[src/rtl/mdu_div_ctrl.sv]
// mdu_div_ctrl: EX-stage sequencer for RISC-V DIV/DIVU/REM/REMU and W forms.
// Divide-by-zero and signed overflow are resolved locally. All other
// operations go through the iterative divider handshake. The selected result
// is handed to writeback on a valid/ready pair.
//
// state | meaning
// IDLE  | waiting for a request; accepts only when the divider is idle
// ISSUE | operands held on the divider inputs until its result strobe
// RESP  | result presented to writeback until accepted or flushed
// DRAIN | flushed while the divider was busy; wait for it to finish or go idle
module mdu_div_ctrl #(
    parameter int XLEN   = 64,
    parameter int W_BITS = 32
) (
    input  logic            clk,
    input  logic            reset,
    input  logic            flush,
    input  logic            req_valid,
    output logic            req_ready,
    input  logic [1:0]      req_op,
    input  logic            req_w,
    input  logic [XLEN-1:0] req_rs1,
    input  logic [XLEN-1:0] req_rs2,
    output logic            resp_valid,
    input  logic            resp_ready,
    output logic [XLEN-1:0] resp_data,
    output logic            busy,
    output logic            div_valid,
    output logic            div_signed,
    output logic            divw,
    output logic [XLEN-1:0] dividend,
    output logic [XLEN-1:0] divisor,
    output logic            div_flush,
    input  logic            div_ready,
    input  logic            div_out_valid,
    input  logic [XLEN-1:0] div_quot,
    input  logic [XLEN-1:0] div_rema
);

    localparam logic [1:0] S_IDLE  = 2'd0;
    localparam logic [1:0] S_ISSUE = 2'd1;
    localparam logic [1:0] S_RESP  = 2'd2;
    localparam logic [1:0] S_DRAIN = 2'd3;

    logic [1:0]      state;
    logic            op_signed;
    logic            op_rem;
    logic            op_w;
    logic [XLEN-1:0] op_a;
    logic [XLEN-1:0] op_b;
    logic [XLEN-1:0] resp_q;

    logic            req_signed;
    logic            req_rem;
    logic            accept;
    logic [XLEN-1:0] eff_rs1;
    logic [XLEN-1:0] eff_rs2;
    logic            div_zero;
    logic            most_neg;
    logic            minus_one;
    logic            special;
    logic [XLEN-1:0] special_raw;
    logic [XLEN-1:0] special_res;
    logic [XLEN-1:0] div_res;

    // W results are sign-extended from bit 31 even for the unsigned forms.
    function automatic logic [XLEN-1:0] fmt_result(input logic [XLEN-1:0] val,
                                                   input logic            is_w);
        if (is_w) begin
            return {{(XLEN-W_BITS){val[W_BITS-1]}}, val[W_BITS-1:0]};
        end
        return val;
    endfunction

    // Request decode: effective operands and the locally resolved special result
    always_comb begin
        req_signed = ~req_op[0];
        req_rem    = req_op[1];
        if (req_w) begin
            eff_rs1   = {{(XLEN-W_BITS){1'b0}}, req_rs1[W_BITS-1:0]};
            eff_rs2   = {{(XLEN-W_BITS){1'b0}}, req_rs2[W_BITS-1:0]};
            most_neg  = (req_rs1[W_BITS-1:0] == {1'b1, {(W_BITS-1){1'b0}}});
            minus_one = &req_rs2[W_BITS-1:0];
        end else begin
            eff_rs1   = req_rs1;
            eff_rs2   = req_rs2;
            most_neg  = (req_rs1 == {1'b1, {(XLEN-1){1'b0}}});
            minus_one = &req_rs2;
        end
        div_zero = (eff_rs2 == '0);
        special  = div_zero | (req_signed & most_neg & minus_one);
        if (div_zero) begin
            special_raw = req_rem ? eff_rs1 : '1;
        end else begin
            special_raw = req_rem ? '0 : eff_rs1;
        end
        special_res = fmt_result(special_raw, req_w);
    end

    assign div_res    = fmt_result(op_rem ? div_rema : div_quot, op_w);
    assign req_ready  = (state == S_IDLE) & div_ready;
    assign accept     = req_valid & req_ready & ~flush;
    assign resp_valid = (state == S_RESP) & ~flush;
    assign busy       = (state != S_IDLE) | (req_valid & req_ready);
    assign div_valid  = (state == S_ISSUE);
    assign div_flush  = (state == S_DRAIN);
    assign div_signed = op_signed;
    assign divw       = op_w;
    assign dividend   = op_a;
    assign divisor    = op_b;
    assign resp_data  = resp_q;

    // Sequencer state; flush wins over a same-cycle divider strobe
    always_ff @(posedge clk) begin
        if (!reset) begin
            state <= S_IDLE;
        end else begin
            case (state)
                S_IDLE: begin
                    if (accept) begin
                        state <= special ? S_RESP : S_ISSUE;
                    end
                end
                S_ISSUE: begin
                    if (flush) begin
                        state <= div_out_valid ? S_IDLE : S_DRAIN;
                    end else if (div_out_valid) begin
                        state <= S_RESP;
                    end
                end
                S_RESP: begin
                    if (flush || resp_ready) begin
                        state <= S_IDLE;
                    end
                end
                default: begin
                    if (div_out_valid || div_ready) begin
                        state <= S_IDLE;
                    end
                end
            endcase
        end
    end

    // Operand capture at accept and result capture (special or divider strobe)
    always_ff @(posedge clk) begin
        if (!reset) begin
            op_signed <= 1'b0;
            op_rem    <= 1'b0;
            op_w      <= 1'b0;
            op_a      <= '0;
            op_b      <= '0;
            resp_q    <= '0;
        end else begin
            if (state == S_IDLE && accept) begin
                op_signed <= req_signed;
                op_rem    <= req_rem;
                op_w      <= req_w;
                op_a      <= eff_rs1;
                op_b      <= eff_rs2;
                if (special) begin
                    resp_q <= special_res;
                end
            end
            if (state == S_ISSUE && div_out_valid && !flush) begin
                resp_q <= div_res;
            end
        end
    end

endmodule

[config.mk]
export PLATFORM = sky130hd
export DESIGN_NAME = mdu_div_ctrl
export DESIGN_NICKNAME = d
export VERILOG_FILES = /design/src/rtl/mdu_div_ctrl.sv
export SDC_FILE = /design/constraint.sdc
export NUM_CORES = 1
export LEC_CHECK = 0
export ABC_AREA = 1
export CAP_MARGIN = 20
export CORE_MARGIN = 2
export CORE_UTILIZATION = 35
export DETAILED_ROUTE_END_ITERATION = 12
export MAX_ROUTING_LAYER = met4
export PLACE_DENSITY = 0.68
export SLEW_MARGIN = 20
export SYNTH_ARGS = -nofsm -noshare
export SYNTH_HDL_FRONTEND = slang
export SYNTH_SLANG_ARGS = --single-unit
[constraint.sdc]
create_clock -name clk -period 2.8 [get_ports clk]
set_clock_uncertainty 0.1 [all_clocks]
set_input_delay 0.56 -clock clk [delete_from_list [all_inputs] [get_ports clk]]
set_output_delay 0.56 -clock clk [all_outputs]
set_load 0.1 [all_outputs]
# Word-level counts from Yosys, hierarchy flattened
# Index checks and enable logic that the tools add are counted.
totals:
  inputBits: 266
  output_inout_bits: 199
  word_cells: 66
  reg_bits: 197
op_classes:
  bitwise: 10
  n_eq_ne: 8
  reduce_logical: 16
  mux: 25
op_table:
  columns: ["operator", "count"]
  rows:
  - ["$mux W64", 13]
  - ["$eq A64 B64 Y1 const B", 1]
  - ["$logic_not A64 Y1", 1]
  - ["$reduce_and A64 Y1", 1]
  - ["$eq A32 B32 Y1 const B", 1]
  - ["$reduce_and A32 Y1", 1]
  - ["$mux W2", 7]
  - ["$and A1 B1 Y1", 6]
  - ["$pmux W2 S3", 1]
  - ["$reduce_bool A2 Y1", 3]
  - ["$eq A2 B2 Y1 const B", 2]
  - ["$mux W1", 4]
  - ["$reduce_and A4 Y1", 1]
  - ["$reduce_bool A4 Y1", 1]
  - ["$logic_and A1 B1 Y1", 3]
  - ["$ne A3 B2 Y1 const B", 1]
  - ["$eq A2 B1 Y1 const B", 1]
  - ["$logic_not A2 Y1", 1]
  - ["$logic_or A1 B1 Y1", 2]
  - ["$ne A2 B1 Y1 const B", 1]
  - ["$ne A2 B2 Y1 const B", 1]
  - ["$not A1 Y1", 2]
  - ["$or A1 B1 Y1", 2]
  - ["$reduce_and A2 Y1", 1]
  - ["$logic_not A1 Y1", 1]

# Depth between registers and ports, before layout
# Gate-level depths: netlist (run 1).
depth:
  word_depth: 8
  mapped_depth: 15
  mapped_depth_nobuf: 14

# Worst setup path before layout (run 1)
# Ideal clock, no wire load.
synth_path:
  kind: "register to output"
  startpoint: "reg state[1]"
  endpoint: "out busy"
  setup_slack_ps: -87
  path_buffers: 0
  arrival_ps: 2227
  stages_incl_launch_ff: 5
  path_cell_list: "dfxtp_1 -> nor2_1 -> and2_1 -> nand2_1 -> nand2_1"
synth_via:
  elab_chain_cells: 4
synth_rtl:
  columns: ["element", "line", "rtl"]
  rows:
  - ["from (decl)", "45", "logic [1:0] state;"]
  - ["from (signal assigned)", "121", "state <= special ? S_RESP : S_ISSUE;"]
  - ["from (signal assigned)", "126", "state <= div_out_valid ? S_IDLE : S_DRAIN;"]
  - ["$logic_not A2 Y1", "101", "assign req_ready = (state == S_IDLE) & div_ready;"]
  - ["$and A1 B1 Y1", "101", null]
  - ["net req_ready", "19", "output logic req_ready,"]
  - ["$and A1 B1 Y1", "104", "assign busy = (state != S_IDLE) | (req_valid & req_ready);"]
  - ["$or A1 B1 Y1", "104", null]
  - ["to (decl)", "27", "output logic busy,"]
# The timed path passes the listed nets, and every way through them passes these cells.

# Worst setup path after layout (run 1)
layout_path:
  startpoint: "in req_w"
  endpoint: "reg resp_q[16], in the netlist resp_data[16]"
layout_via:
  elab_chain_cells: 8
layout_rtl:
  columns: ["element", "line", "rtl"]
  rows:
  - ["from (decl)", "21", "input logic req_w,"]
  - ["$mux W64", "79", "if (req_w) begin"]
  - ["$logic_not A64 Y1", "90", "div_zero = (eff_rs2 == '0);"]
  - ["$mux W64", "92", "if (div_zero) begin"]
  - ["$mux W64", "69", "if (is_w) begin"]
  - ["$mux W64", "72", "return val;"]
  - ["$mux W64", "161", "if (special) begin"]
  - ["$mux W64", "155", "if (state == S_IDLE && accept) begin"]
  - ["$mux W64", "165", "if (state == S_ISSUE && div_out_valid && !flush) begin"]
  - ["to (signal assigned)", "162", "resp_q <= special_res;"]
  - ["to (signal assigned)", "166", "resp_q <= div_res;"]
  - ["to (decl)", "51", "logic [XLEN-1:0] resp_q;"]
# Several ways; a longest one is shown, not always the timed one. The select of a mux whose other input is x is not followed.
# A chain may end at the register's enable or synchronous reset.

==> impl_results.md, run 1 <==
* Outcome: completed
* Final net count at 2,540
* RSZ-0062 raised after global routing: no
* Via/cell ratio at 4.99
* Layout cell share with drive strength beyond 1 at approximately 16%
* Seq/Total Area, Yosys at 36.3%
* Ys Warns at 0
* Total power at 0.00997 W
* CTS root buf: clkbuf_16
* Layout fillers at 3,029
* R2R cell count at 10
* First-pass iteration count of the detailed router at 5
* Post-synth top area cell: dfxtp_1
* Fin Hold WS at ~0.37 ns
* Post-synth EDFFs at 0
* Final Util at between 50% and 60%
* Clk sinks at ~200
* Initial antenna violation count at 6
* Xor and xnor fraction of the mapped netlist area at 0%
* Synth Area in Compound Gates at 19.9%
* Vias at 13.4k
* Worst-margin pin slew at 0.535 ns
* Final Hold Fails at 0
* Clock transition at path regs at 0.08 ns
* Initial core utilization at a little over a third
* Post-synthesis mux area share at 0%
* Die area at 0.0325 mm^2
* Port Buffer Count at 464
* Relative max-transition margin at 64.4%
* Post-DP HPWL at 34.5 mm
* Vias in the first global route at 12.7k
* CP Data Required Time at between 3 and 4 ns
* Final WS setup at 0.298 ns
* Worst setup EP type: flip-flop
* GR Util All Layers at about 28%
* DR DRC count at 0
* CP Max Fanout at 30
* DRT Wirelength at 45.6 mm
* Rows at 64
* Setup violations, final at 0
* H-Tree Depth at 4
* Core Box Area at between 0.03 and 0.04 mm^2
* Leakage at a little under 8 nW
* Post-Syn Area per Cell at 5.98 um^2
* Post-synth top flop: dfxtp_1
* Deepest clock path buffer count at 2
* GPL Wtd Cong at approximately 0.95
* DRT antenna net count at 0
* Max cap viols at 0
* CTS buffer count at 17
* Syn nets at 2,083
* Main combinational cell family by area after synthesis: simple AND/OR/NAND/NOR gates
* Fin crit share at a little under 90%
* Number of I/O pins at around 470
* Post-synth top area share at 36.3%
* Chip Height at 180 um
* Post-synthesis cell type count at 28
* Synth top area cells: dfxtp_1 36%, nor2_1 14%, nand2_1 13%
* Area grow syn2layout at 52.6%
* Grt total ovfl at 0
* Most frequent cells after synthesis: 409 x nor2_1, 391 x nand2_1, 217 x o21ai_0
* Synth Area in Adders at 0%
* Largest net degree at the start of global routing at about 110
* Pre-CTS setup slack at -0.127 ns
* Period minus WS final at 2.50 ns
* Crit path kind: in -> reg
* Skew-Pair Late Insertion Delay at between 0.4 and 0.5 ns
* Top-count cell post-synth: nor2_1
* Cell count after synthesis at ~1.8k
* Mapped cell area at between 0.01 and 0.015 mm^2
* Hold Crit Depth at 2
* Cts hold-fix bufs at 0
* Initial drt markers at 1,001
* Simple-gate share of the synthesized area at 34.2%
* P per Cell Area at 601 mW/mm^2
* FF+latch count, synth at 197
* Async set-or-reset flop fraction in the synthesized netlist at 0%
* Arr. time, crit path at 2.79 ns
* TritonCTS clock tree: built
* Post_cts resized at 0
* Fmax at 400 MHz
* VDD IR-drop max at 362 uV
* Slew Limit Fails at 0
* CP startpoint kind: input pin
* Worst hold-check path type: reg -> reg
* Post-CTS setup buffer count at 0
* Die width at 180 um
* Routed wire per std cell at 16.9 um
* First-pass GRT wire length at 70.1 mm
sequential cells by signal (all words and copies together), names as in the netlist:
| register | count |
|---|---|
| div_signed | 1 |
| dividend | 64 |
| divisor | 64 |
| divw | 1 |
| op_rem | 1 |
| resp_data | 64 |
| state | 2 |
power by group:
group	switching [W]	internal, W	total (W)
clock network	0.00128	0.00119	0.00247
logic	0.00310	0.00125	0.00435
registers	0.000130	0.00302	0.00316
total	0.00450	0.00547	0.00997
placed cells by master (no fill, tap or decap), drive strengths merged:
cell type	instances
a21oi	202
a31oi	2
and2	2
and3	1
buf	308
clkbuf	18
clkdlybuf4s50	264
clkinv	9
clkinvlp	1
dfxtp	197
diode	6
inv	123
nand2	394
nand3	109
nand3b	1
nand4	9
nor2	412
nor3	4
o21ai	227
o31ai	1
or2	3
kinds of logic (layout without fill, tap and decap cells):
kind of cell,after synthesis,count (layout)
compound gates,432,432
flops,197,197
simple gates,935,935
other cells,0,6
buf+inv,253,723
final timing paths:
path                        end  slack, ns          from
setup / recovery  resp_data[16]       0.30         req_w
hold / removal     dividend[55]       0.37  dividend[55]
setup reg to reg   resp_data[2]       0.57      state[1]
hold reg to reg    dividend[55]       0.37  dividend[55]
final cells by class:
| class | instances | area, um^2 | area share (%) |
|---|---|---|---|
| clock inverter | 14 | 143 | 0.860 |
| sequential | 197 | 3950 | 23.8 |
| multi-input combinational | 1367 | 5910 | 35.6 |
| timing repair buffer | 572 | 5200 | 31.4 |
| antenna | 6 | 15.0 | 0.0905 |
| inverter | 119 | 449 | 2.71 |
| tap | 396 | 495 | 2.99 |
| clock buffer | 18 | 429 | 2.59 |
layer usage:
layer	vias up	track usage, %	routed length (um)
li1	6738	-	-
met1	6127	31.1	17900
met2	496	48.5	22700
met3	55	7.44	3690
met4	0	8.03	1220
met5	-	-	0
per-stage QoR:
step | cell area [um^2] | setup TNS (ns) | cells
2_1_floorplan | 10900 | 0 | 1817
5_1_grt | 16600 | 0 | 2689
3_5_place_dp | 16000 | -5.84 | 2651
3_3_place_gp | 16000 | -4.44 | 2651
6_report | 16600 | 0 | 2689
4_1_cts | 16600 | 0 | 2683
critical path, stage by stage:
cell and delay (ns):
clkdlybuf4s50_1 0.52, inv_2 0.06, buf_12 0.16, nand2_1 0.10, nand3_1 0.08, nor2_1 0.08
nand2_1 0.10, nor2_4 0.14, nand2_2 0.08, buf_12 0.16, o21ai_0 0.36, nand2_1 0.11
nand3_1 0.08, nand2_1 0.05, nor2_1 0.10
Power figures use the tool's default switching activity.
==> inputs of run 2 (changes only) <==
--- a/config.mk
+++ b/config.mk
@@ -16,3 +16,4 @@
 export SYNTH_ARGS = -nofsm -noshare
 export SYNTH_HDL_FRONTEND = slang
 export SYNTH_SLANG_ARGS = --single-unit
+export TNS_END_PERCENT = 1
==> results of run 2 <==
Same layout as run 1: the final DEF is identical, and so are final timing and power.
==> inputs of run 3 (changes only) <==
--- a/config.mk
+++ b/config.mk
@@ -11,7 +11,7 @@
 export CORE_UTILIZATION = 35
 export DETAILED_ROUTE_END_ITERATION = 12
 export MAX_ROUTING_LAYER = met4
-export PLACE_DENSITY = 0.68
+export PLACE_DENSITY_LB_ADDON = 0.25
 export SLEW_MARGIN = 20
 export SYNTH_ARGS = -nofsm -noshare
 export SYNTH_HDL_FRONTEND = slang
==> impl_results.md, run 3 (synthesis results as in run 1) <==
* Wl on met1 at 18.1 mm (+0.72%)
* Crit path kind: in -> reg
* Area grow syn2layout at 52.5% (about the same)
* Layout cell share with drive strength beyond 1 at 15.5% (-0.18 points)
* Final Util at 54.2% (about the same)
* Final net count at 2,535 (-0.20%)
* Logic gate share of total power at 43.3% (-0.3 points)
* Deepest clock path buffer count at 2 (unchanged)
* Outcome: completed
* Cts hold-fix bufs at 0 (unchanged)
* Worst-margin pin slew at 0.706 ns (+0.171 ns)
* CTS buffer count at 17 (unchanged)
* Uppermost layer routed: met4
* Vias at 13.3k (-0.91%)
* Grt total ovfl at 0 (unchanged)
* First-pass GRT wire length at 69.5 mm (-0.82%)
* Routed wl met3 at 3.10 mm (-16%)
* Fmax at 395 MHz (-1.2%)
* GR Util All Layers at 27.7% (-0.13 points)
* Rows at 64 (unchanged)
* DRT Wirelength at 45.3 mm (-0.50%)
* Slew Limit Fails at 0 (unchanged)
* Arr. time, crit path at 2.76 ns (-0.03 ns)
* Clock power frac at 25.4% (+0.6 points)
* Relative max-transition margin at 52.9% (-11 points)
* Switching power at 0.00450 W (-0.14%)
* Initial antenna violation count at 4 (-2)
* Setup crit start: req_rs1[5]
* Via/cell ratio at 4.96 (-0.65%)
* Die area at 0.0325 mm^2 (unchanged)
* Worst setup EP type: flip-flop
* CTS root buf: clkbuf_16
* DRT antenna net count at 0 (unchanged)
* DR DRC count at 0 (unchanged)
* Port Buffer Count at 464 (unchanged)
* Total power at 0.0101 W (+1.3%)
* CP startpoint kind: input pin
* CP Max Fanout at 64 (+110%)
* Leakage at 7.72 nW (-0.12%)
* Period minus WS final at 2.53 ns (+0.0305 ns)
* Initial core utilization at 35.5% (unchanged)
* Clk sinks at 197 (unchanged)
* Largest net degree at the start of global routing at 87 (-23%)
* H-Tree Depth at 4 (unchanged)
* Setup violations, final at 0 (unchanged)
* First-pass iteration count of the detailed router at 7 (+2)
* Die width at 180 um (unchanged)
* Most common cell after layout, fill and taps aside: nor2_1
* Worst hold path startpoint: dividend[43]
* Post-DP HPWL at 33.8 mm (-2.2%)
* Fin crit share at 90.5% (+1.1 points)
* RSZ-0062 raised after global routing: no
* R2R Path Start: op_rem
* Metal2 WL at 23.0 mm (+1.4%)
* Post_cts resized at 0 (unchanged)
* P per Cell Area at 609 mW/mm^2 (+1.4%)
* Switching Share at 44.5% (-0.64 points)
* Max cap viols at 0 (unchanged)
* Initial drt markers at 982 (-1.9%)
* VDD IR-drop max at 513 uV (+42%)
* Skew-Pair Late Insertion Delay at 0.43 ns (about the same)
* Final Hold Fails at 0 (unchanged)
* Chip Height at 180 um (unchanged)
* CP Data Required Time at 3.03 ns (-0.05 ns)
* Power Internal at 0.00560 W (+2.5%)
* Vias in the first global route at 12.6k (-0.93%)
* Routed wire per std cell at 16.9 um (-0.25%)
* Flop pwr share at 31.3% (-0.3 points)
* Post-CTS setup buffer count at 0 (unchanged)
* Clock transition at path regs at 0.07 ns (about the same)
* GPL Wtd Cong at 0.886 (-6.3%)
* Worst hold-check path type: reg -> reg
* TritonCTS clock tree: built
* Number of I/O pins at 465 (unchanged)
* Most frequent cells in the layout: 407 x nor2_1, 390 x nand2_1, 283 x buf_4
* Core Box Area at 0.0306 mm^2 (unchanged)
run 3: changes by cell type in the layout (fill, tap and decap cells not counted), sizes merged:
cell / delta
buf: -5
bufinv: +1
clkbuf: +1
clkinv: -3
clkinvlp: -1
diode: -2
inv: +2
run 3: metal layers:
layer	up-vias	track usage (%)
met2	490	49.1
met1	6020	31.0
met4	0	8.19
met5	-	-
met3	52	6.29
li1	6732	-
run 3: cell type report:
| class | count | area, um^2 |
|---|---|---|
| tap | 396 | 495 |
| sequential | 197 | 3950 |
| multi-input combinational | 1367 | 5910 |
| inverter | 119 | 449 |
| clock buffer | 19 | 443 |
| antenna | 4 | 10.0 |
| timing repair buffer | 567 | 5170 |
| clock inverter | 13 | 155 |
| fill | 3048 | 14000 |
run 3: stage by stage:
stage / hold WS, ns / cells / worst slack, ns / setup TNS, ns / area [um^2]
floorplan: 0.439 / 1817 / 0.0284 / 0 / 10900
global placement: 0.352 / 2646 / -0.132 / -5.38 / 16000
detailed placement: 0.354 / 2646 / -0.182 / -7.72 / 16000
CTS: 0.367 / 2678 / 0.292 / 0 / 16600
global route: 0.388 / 2682 / 0.0792 / 0 / 16600
finish: 0.367 / 2682 / 0.267 / 0 / 16600
run 3: worst max-delay path: stages:
cell             delay (ns)
clkdlybuf4s50_1        0.47
or2_2                  0.32
nor2_1                 0.14
nand2_1                0.06
nor2_1                 0.13
nand3_1                0.14
nor2_1                 0.11
nand2_1                0.13
nand3_2                0.14
buf_12                 0.26
nand3_1                0.12
nand2_1                0.08
nor2_1                 0.04
run 3: power by group through the flow:
stage,registers [W],logic [W],clock network [W]
after floorplan,0.00466,0.00145,0
after global placement,0.00322,0.00435,0
after detailed placement,0.00322,0.00437,0
after CTS,0.00316,0.00439,0.00263
after global routing,0.00319,0.00464,0.00275
final,0.00316,0.00437,0.00257
run 3: final timing paths:
path / to / slack, ns / cells past startpoint
setup / recovery: resp_data[23] / 0.27 / 13
setup reg to reg: resp_data[36] / 0.50 / 10
hold / removal: dividend[43] / 0.37 / 2
hold reg to reg: dividend[43] / 0.37 / 2
